--- src/rtl/spike_phase_detector.sv ---
// Spike phase detector: measures the lag in cycles between spikes on two neuron oscillators,
// flags which one led, and asserts lock once the lag has stayed stable for LOCK_COUNT measurements.
module spike_phase_detector #(
  parameter int unsigned CNT_W      = 8,
  parameter int unsigned LOCK_TOL   = 1,
  parameter int unsigned LOCK_COUNT = 4
) (
  input  logic             clk,
  input  logic             reset,
  input  logic             clear,
  input  logic             spike_a,
  input  logic             spike_b,
  output logic [CNT_W-1:0] phase,
  output logic             phase_valid,
  output logic             lead_a,
  output logic             timeout,
  output logic             locked
);

  localparam logic [CNT_W-1:0] CntMax  = '1;
  localparam logic [CNT_W:0]   TolW    = (CNT_W + 1)'(LOCK_TOL);
  localparam logic [3:0]       LockCnt = 4'(LOCK_COUNT);

  typedef enum logic [1:0] {StIdle, StWaitB, StWaitA} state_e;

  state_e           state_q, state_d;
  logic [CNT_W-1:0] cnt_q, cnt_d;
  logic [CNT_W-1:0] phase_q, phase_d;
  logic             lead_q, lead_d;
  logic             valid_q, valid_d;
  logic             timeout_q, timeout_d;
  logic             locked_q, locked_d;
  logic [3:0]       stable_q, stable_d;
  logic [CNT_W-1:0] prev_phase_q, prev_phase_d;
  logic             prev_lead_q, prev_lead_d;
  logic             have_prev_q, have_prev_d;

  // Measurement produced on this edge, if any
  logic             meas;
  logic [CNT_W-1:0] meas_phase;
  logic             meas_lead;
  logic [CNT_W-1:0] cnt_inc;
  logic [CNT_W:0]   diff;
  logic             stable;
  logic [3:0]       stable_next;

  // Closing on the timeout edge reports the saturated maximum rather than wrapping
  assign cnt_inc = (cnt_q == CntMax) ? CntMax : cnt_q + 1'b1;

  always_comb begin
    diff = ({1'b0, meas_phase} >= {1'b0, prev_phase_q}) ?
           ({1'b0, meas_phase} - {1'b0, prev_phase_q}) :
           ({1'b0, prev_phase_q} - {1'b0, meas_phase});
    stable = have_prev_q && (meas_lead == prev_lead_q) && (diff <= TolW);
    if (!stable) begin
      stable_next = 4'd0;
    end else if (stable_q >= LockCnt) begin
      stable_next = LockCnt;
    end else begin
      stable_next = stable_q + 4'd1;
    end
  end

  always_comb begin
    state_d      = state_q;
    cnt_d        = cnt_q;
    phase_d      = phase_q;
    lead_d       = lead_q;
    valid_d      = 1'b0;
    timeout_d    = 1'b0;
    locked_d     = locked_q;
    stable_d     = stable_q;
    prev_phase_d = prev_phase_q;
    prev_lead_d  = prev_lead_q;
    have_prev_d  = have_prev_q;
    meas         = 1'b0;
    meas_phase   = '0;
    meas_lead    = 1'b0;

    if (clear) begin
      state_d      = StIdle;
      cnt_d        = '0;
      locked_d     = 1'b0;
      stable_d     = 4'd0;
      prev_phase_d = '0;
      prev_lead_d  = 1'b0;
      have_prev_d  = 1'b0;
    end else begin
      unique case (state_q)
        StIdle: begin
          if (spike_a && spike_b) begin
            meas = 1'b1;
          end else if (spike_a) begin
            state_d = StWaitB;
            cnt_d   = '0;
          end else if (spike_b) begin
            state_d = StWaitA;
            cnt_d   = '0;
          end
        end
        StWaitB: begin
          if (spike_b) begin
            meas       = 1'b1;
            meas_phase = cnt_inc;
            meas_lead  = 1'b1;
            cnt_d      = '0;
            state_d    = spike_a ? StWaitB : StIdle;
          end else if (cnt_q == CntMax) begin
            timeout_d   = 1'b1;
            state_d     = StIdle;
            cnt_d       = '0;
            locked_d    = 1'b0;
            stable_d    = 4'd0;
            have_prev_d = 1'b0;
          end else if (spike_a) begin
            cnt_d = '0;
          end else begin
            cnt_d = cnt_q + 1'b1;
          end
        end
        StWaitA: begin
          if (spike_a) begin
            meas       = 1'b1;
            meas_phase = cnt_inc;
            meas_lead  = 1'b0;
            cnt_d      = '0;
            state_d    = spike_b ? StWaitA : StIdle;
          end else if (cnt_q == CntMax) begin
            timeout_d   = 1'b1;
            state_d     = StIdle;
            cnt_d       = '0;
            locked_d    = 1'b0;
            stable_d    = 4'd0;
            have_prev_d = 1'b0;
          end else if (spike_b) begin
            cnt_d = '0;
          end else begin
            cnt_d = cnt_q + 1'b1;
          end
        end
        default: begin
          state_d = StIdle;
          cnt_d   = '0;
        end
      endcase

      if (meas) begin
        phase_d      = meas_phase;
        lead_d       = meas_lead;
        valid_d      = 1'b1;
        stable_d     = stable_next;
        locked_d     = (stable_next == LockCnt);
        prev_phase_d = meas_phase;
        prev_lead_d  = meas_lead;
        have_prev_d  = 1'b1;
      end
    end
  end

  always_ff @(posedge clk or posedge reset) begin
    if (reset) begin
      state_q      <= StIdle;
      cnt_q        <= '0;
      phase_q      <= '0;
      lead_q       <= 1'b0;
      valid_q      <= 1'b0;
      timeout_q    <= 1'b0;
      locked_q     <= 1'b0;
      stable_q     <= 4'd0;
      prev_phase_q <= '0;
      prev_lead_q  <= 1'b0;
      have_prev_q  <= 1'b0;
    end else begin
      state_q      <= state_d;
      cnt_q        <= cnt_d;
      phase_q      <= phase_d;
      lead_q       <= lead_d;
      valid_q      <= valid_d;
      timeout_q    <= timeout_d;
      locked_q     <= locked_d;
      stable_q     <= stable_d;
      prev_phase_q <= prev_phase_d;
      prev_lead_q  <= prev_lead_d;
      have_prev_q  <= have_prev_d;
    end
  end

  assign phase       = phase_q;
  assign phase_valid = valid_q;
  assign lead_a      = lead_q;
  assign timeout     = timeout_q;
  assign locked      = locked_q;

endmodule

--- config.mk ---
export PLATFORM = sky130hd
export DESIGN_NAME = spike_phase_detector
export DESIGN_NICKNAME = d
export VERILOG_FILES = /design/src/rtl/spike_phase_detector.sv
export SDC_FILE = /design/constraint.sdc
export NUM_CORES = 1
export LEC_CHECK = 0
export CAP_MARGIN = 20
export CELL_PAD_IN_SITES_DETAIL_PLACEMENT = 0
export CELL_PAD_IN_SITES_GLOBAL_PLACEMENT = 2
export CORE_MARGIN = 1.5
export CORE_UTILIZATION = 34
export CTS_BUF_LIST = sky130_fd_sc_hd__clkbuf_4
export DETAILED_ROUTE_END_ITERATION = 8
export PLACE_DENSITY_LB_ADDON = 0.1
export SLEW_MARGIN = 10
export SYNTH_ARGS = -nofsm -noshare
export SYNTH_HDL_FRONTEND = slang
export SYNTH_SLANG_ARGS = --single-unit
--- constraint.sdc ---
create_clock -name clk -period 3.2 [get_ports clk]
set_input_delay 0.64 -clock clk [delete_from_list [all_inputs] [get_ports clk]]
set_output_delay 0.64 -clock clk [all_outputs]
set_load 0.1 [all_outputs]
==> results of run 1 <==
## power by group through the flow
| stage | Combinational [mW] | Sequential [mW] | Clock [mW] |
|---|---|---|---|
| global route | 0.170 | 0.468 | 0.262 |
| floorplan | 0.0796 | 0.497 | 0 |
| global placement | 0.150 | 0.475 | 0 |
| CTS | 0.154 | 0.467 | 0.246 |
| detailed placement | 0.150 | 0.475 | 0 |
| finish | 0.153 | 0.467 | 0.228 |
## worst min path at each step
stage	to	slack (ps)	cells after the start
2_1_floorplan	stable_q[2]	460	2
3_3_place_gp	phase[4]	460	2
3_5_place_dp	phase[2]	470	1
4_1_cts	phase[2]	500	1
5_1_grt	phase[2]	520	1
6_report	phase[7]	490	1
## Yosys cell counts (3+ instances only)
master	count	area, sq um
a21o_1	12	90.1
a21oi_1	21	105
a32o_1	3	30.0
and3_1	9	56.3
buf_2	3	15.0
buf_6	3	33.8
clkbuf_1	6	22.5
dfrtp_1	36	901
ha_1	22	275
inv_1	32	120
mux2i_1	5	50.1
nand2_1	27	101
nand2b_1	7	43.8
nand3_1	11	55.1
nor2_1	19	71.3
o21ai_0	26	130
o221ai_1	3	26.3
o22ai_1	4	25.0
or3_1	3	18.8
xnor2_1	5	43.8
xor2_1	3	26.3
## worst reg2reg max path, cell delays in order, from the launching register on
cell,delay (ps)
dfrtp_1,370
inv_1,60
ha_1,340
nand2b_4,70
a21o_4,230
buf_4,160
a21oi_4,140
inv_2,70
fa_2,360
a21o_1,170
a21oi_2,170
mux2i_2,300
nand3_2,130
o41ai_4,320
buf_4,180
a31oi_1,80
nor2_1,110
## per-stage QoR
| stage | instances | setup slack [ps] |
|---|---|---|
| final | 506 | -183 |
| after global routing | 506 | -315 |
| after CTS | 503 | -234 |
| after detailed placement | 487 | -566 |
| after global placement | 487 | -546 |
| after floorplan | 309 | 6.25 |
## repair_timing
item | 4_1_cts | 5_1_grt
gates resized for setup | 15 | 28
setup endpoints to repair | 4 | 4
hold buffers | 0 | 0
buffers inserted | 9 | 4
cloned | 0 | 0
pin swaps | 15 | 19
## final cells by class
cell class                 instances  area [sq um]  area share [%]
sequential                        36           901            23.5
multi-input combinational        227          1850            48.3
clock inverter                     2          7.51           0.195
clock buffer                       5          37.5           0.977
inverter                          33           129            3.36
tap                              102           128            3.32
timing repair buffer             101           785            20.4
## logic make-up after synthesis
| logic type | count (synthesis) | share of synthesized area [%] |
|---|---|---|
| AOI/OAI and AO/OA | 96 | 24.7 |
| xor gates and xnor gates | 8 | 2.62 |
| adders and majority gates | 24 | 11.8 |
| buffers and inverters | 46 | 7.67 |
| DFF | 36 | 33.7 |
| muxes | 5 | 1.87 |
| and+or+nand+nor | 94 | 17.7 |
## flip-flops by register name, summed over array words and instances (netlist names)
register / cells
lead_a: 1
stable_q: 4
cnt_q: 8
phase_valid: 1
timeout: 1
prev_lead_q: 1
prev_phase_q: 8
locked: 1
have_prev_q: 1
phase: 8
state_q: 2
## routing by layer
layer / wire length, microns / share of wire, % / vias up / GRT usage [%]
li1: - / - / 1276 / -
met1: 3540 / 48 / 1184 / 25.2
met2: 3480 / 48 / 19 / 31.0
met3: 120 / 1.6 / 10 / 2.74
met4: 170 / 2.3 / 0 / 6.67
met5: 0 / 0 / - / 0
==> flow_summary.yaml, run 1 <==
critical_path:
  crit_type: "primary input to register"
  setup.worst_path.end: "stable_q[2]"
  path_buf_inv: 4
  slowest_stage: "clkdlybuf4s50_1"
  cp_cell_sequence: "clkdlybuf4s50_1 -> nand2b_4 -> a21o_4 -> buf_4 -> a21oi_4 -> inv_2 -> fa_2 -> a21o_1 -> a21oi_2 -> mux2i_2 -> nand3_2 -> o41ai_4 -> buf_4 -> a31oi_1 -> nor2_1"
  slowest_delay_ps: 440
  crit_path_start: "clear"
  cp.depth: 15
  start_kind: "primary input"
  cp_data_required_time_ps: 3470
  critical_path.top_delay_family: "compound AO/OA/AOI/OAI gates"
  cp_data_arrival_time_ps: 3660
  r2r_end: "stable_q[2]"
  crit_top_cell: "buf_4"
  rr_worst_depth: 16
  reg2reg_slack_ps: -110
  end_kind: "register"
  reg2reg_from: "state_q[1]"
  crit_fanout: 8
clock_network:
  clkLatencyLatePin_ps: 340
  cts.sinks: 36
  cts_tree: "done"
  root_buffer: "clkbuf_4"
  path_clk_slew_ps: 110
  cts_buffers: 5
  cts_buffer_depth: 2
  htreeDepth: 2
drt:
  ant_nets: 0
  drtIter0Drc: 75
  drc: 0
  routedWlPerCell_microns: 14.4
  finalWirelength_microns: 7310
  vias: 2489
  via_per_inst: 4.92
  first_pass_iters: 4
cells_and_area:
  drive_gt1_share_pct: 39.1
  nFillCells: 747
  utilization_pct: 50.0
  nets: 433
  final_common_cell: "buf_4"
  finish.instance_area_sq_um: 3840
  final_cell_mix: "buf_4, dfrtp_1, inv_1"
  area_delta_synth_final_pct: 43.5
  n_antenna_cell: 0
floorplan:
  die_height_microns: 91.7
  dieArea_sq_um: 8410
  rows: 32
  io_pins: 17
  die_width_microns: 91.7
  core_area_sq_um: 7690
  start_util_pct: 34.8
timing:
  setup_tns_ps: -632
  finalSetupViolCount: 4
  timing.final.ws_setup_ps: -183
  final.period_utilization_pct: 106
  fmax_mhz: 296
  holdWs_ps: 494
  tightest_slew_ps: 737
  finalCriticalPeriod_ps: 3380
  finalHoldViolations: 0
  relSlewSlack_pct: 50.7
  clock_skew_ps: 3.02
  rsz0062_at_grt: "true"
  drv_slew: 0
pwr:
  p_int_mw: 0.595
  pwr-share-seq_pct: 55.0
  leakage_nw: 1.86
  power_density_nw_per_um2: 221
  p_comb_share_pct: 18.1
  worst_ir_drop_vdd_uv: 147
  pwr-share-clk_pct: 26.9
  switching_share_pct: 29.8
  p_total_mw: 0.848
  p_sw_mw: 0.253
synth:
  synth_cell_types: 60
  ys_ff_latch: 36
  yosysSeqAreaShare_pct: 33.7
  synth_ff_type: "dfrtp_1"
  synth_enable_flop_cells: 0
  syn_area_per_cell_sq_um: 8.66
  syn_nets: 338
  synth_warnings: 0
  syn_inst: 309
  synth_area_sq_um: 2680
  async_reset_ff_share_pct: 100
global_route:
  grt_start_max_net_pins: 37
  grtUsageTotal_pct: 18.8
  antenna_found_initial: 0
  grt_pass1_wl_microns: 12500
  overflow: 0
  grt_pass1_vias: 2524
placement:
  place.gp.congestion: 0.838
  io_buffers: 16
  hpwl_microns: 5630
  place_area_sq_um: 3510
run_status:
  outcome: "finished, violations left"
  violations: "setup timing"
hold_path:
  holdCritStartpoint: "phase[7]"
  min_path_type: "register to register"
flow_run:
  drv_cap: 0
No activity file was read; power rests on OpenSTA's default activity.
==> run 2: changes to the inputs <==
Settings changed: CORE_MARGIN 1.5 to default, RECOVER_POWER from default to 100.
==> flow_summary.yaml, run 2 (synthesis gave the netlist of run 1 again) <==
global_route:
  antenna_found_initial: 0
  overflow: 0
  grt_start_max_net_pins: 37
  grtUsageTotal_pct: 18.5
  grt_pass1_wl_microns: 12200
  grt_pass1_vias: 2565
critical_path:
  crit_type: "primary input to register"
  cp_data_required_time_ps: 3480
  r2r_end: "stable_q[0]"
  rr_worst_depth: 16
  crit_fanout: 7
  slowest_delay_ps: 490
  start_kind: "primary input"
  slowest_stage: "clkdlybuf4s50_1"
  reg2reg_slack_ps: -80
  cp_cell_sequence: "clkdlybuf4s50_1 -> nand2_2 -> a21o_4 -> a21oi_4 -> inv_2 -> ha_4 -> inv_1 -> fa_2 -> a2111oi_4 -> o311ai_1 -> a2111o_1 -> o22ai_4 -> nand4b_1 -> nand2_1"
  end_kind: "register"
  reg2reg_from: "cnt_q[1]"
  cp_data_arrival_time_ps: 3570
pwr:
  power_density_nw_per_um2: 231
  worst_ir_drop_vdd_uv: 142
  leakage_nw: 1.77
  p_total_mw: 0.859
timing:
  clock_skew_ps: 8.22
  fmax_mhz: 304
  rsz0062_at_grt: "true"
  timing.final.ws_setup_ps: -87.8
  finalHoldViolations: 0
  relSlewSlack_pct: -33.6
  final.period_utilization_pct: 103
  finalCriticalPeriod_ps: 3290
  tightest_slew_ps: 2000
  finalSetupViolCount: 4
  setup_tns_ps: -290
  drv_slew: 37
drt:
  drtIter0Drc: 79
  vias: 2514
  first_pass_iters: 4
  finalWirelength_microns: 7110
  via_per_inst: 5.07
  drc: 0
  routedWlPerCell_microns: 14.3
  ant_nets: 0
placement:
  place_area_sq_um: 3460
  hpwl_microns: 5450
  place.gp.congestion: 0.810
  io_buffers: 16
clock_network:
  cts_buffers: 5
  htreeDepth: 2
  cts.sinks: 36
  cts_tree: "done"
  root_buffer: "clkbuf_4"
  clkLatencyLatePin_ps: 340
  path_clk_slew_ps: 110
  cts_buffer_depth: 2
floorplan:
  dieArea_sq_um: 8230
  die_width_microns: 90.7
  start_util_pct: 35.9
  die_height_microns: 90.7
  io_pins: 17
  rows: 31
  core_area_sq_um: 7450
hold_path:
  holdPathEnd: "phase[6]"
  holdPathStages: 1
  holdCritStartpoint: "phase[6]"
  min_path_type: "register to register"
cells_and_area:
  area_delta_synth_final_pct: 39.1
  finish.instance_area_sq_um: 3720
  final_cell_mix: "buf_4, dfrtp_1, inv_1"
  n_antenna_cell: 0
  drive_gt1_share_pct: 32.2
  final_common_cell: "buf_4"
  nFillCells: 767
  nets: 425
run_status:
  violations: "capacitance limit, slew limit, setup timing"
  outcome: "finished, violations left"
flow_run:
  drv_cap: 1
[run 2: timing repair]
item                       in CTS  in global routing
buffers inserted                8                  2
pin swaps                       6                  3
setup endpoints to repair       4                  4
hold endpoints to repair        0                  0
hold buffers                    0                  0
gates resized for setup        32                  7
[run 2: critical path: cells and delay by family]
family	cells	cell delay [ps]
AND/OR/NAND/NOR	3	290
AO/OA/AOI/OAI	6	1390
adder cells (fa/ha/maj)	2	610
buffers and inverters	3	630
[run 2: worst max-delay path by stage]
stage          startpoint          end  slack [ps]  depth (start not counted)
6_report          spike_a  stable_q[0]         -90                         14
5_1_grt          cnt_q[1]  stable_q[0]        -290                         16
4_1_cts          cnt_q[1]  stable_q[0]         -90                         15
3_5_place_dp      spike_a  stable_q[0]        -550                         14
3_3_place_gp        clear  stable_q[2]        -580                         15
2_1_floorplan       clear  stable_q[2]           6                         13
[run 2: power by group]
group	switching (mW)	leakage, nW	internal [mW]
registers	0.00422	0.500	0.462
logic	0.0979	1.24	0.0499
clock network	0.152	0.0293	0.0922
[run 2: cell type report]
class / instances / area (sq um) / share of cell area (%)
timing repair buffer: 93 / 673 / 18.1
tap: 99 / 124 / 3.33
clock buffer: 6 / 45.0 / 1.21
clock inverter: 2 / 11.3 / 0.303
sequential: 36 / 901 / 24.2
multi-input combinational: 227 / 1840 / 49.4
inverter: 33 / 129 / 3.46
[run 2: metal layers]
| layer | up-vias | global-route usage (%) | wire, microns |
|---|---|---|---|
| met4 | 0 | 5.65 | 127 |
| met1 | 1198 | 24.9 | 3440 |
| met3 | 11 | 2.27 | 154 |
| met2 | 39 | 30.7 | 3390 |
| li1 | 1266 | - | - |
| met5 | - | 0 | 0 |
[run 2: stage by stage]
step | utilization, % | worst slack, ps | instances | hold slack (ps)
detailed placement | 46.5 | -553 | 478 | 472
finish | 50.0 | -87.8 | 496 | 490
CTS | 50.1 | -86.6 | 494 | 499
floorplan | - | 6.25 | 309 | 463
global placement | 46.5 | -583 | 478 | 463
global route | 50.0 | -290 | 496 | 514
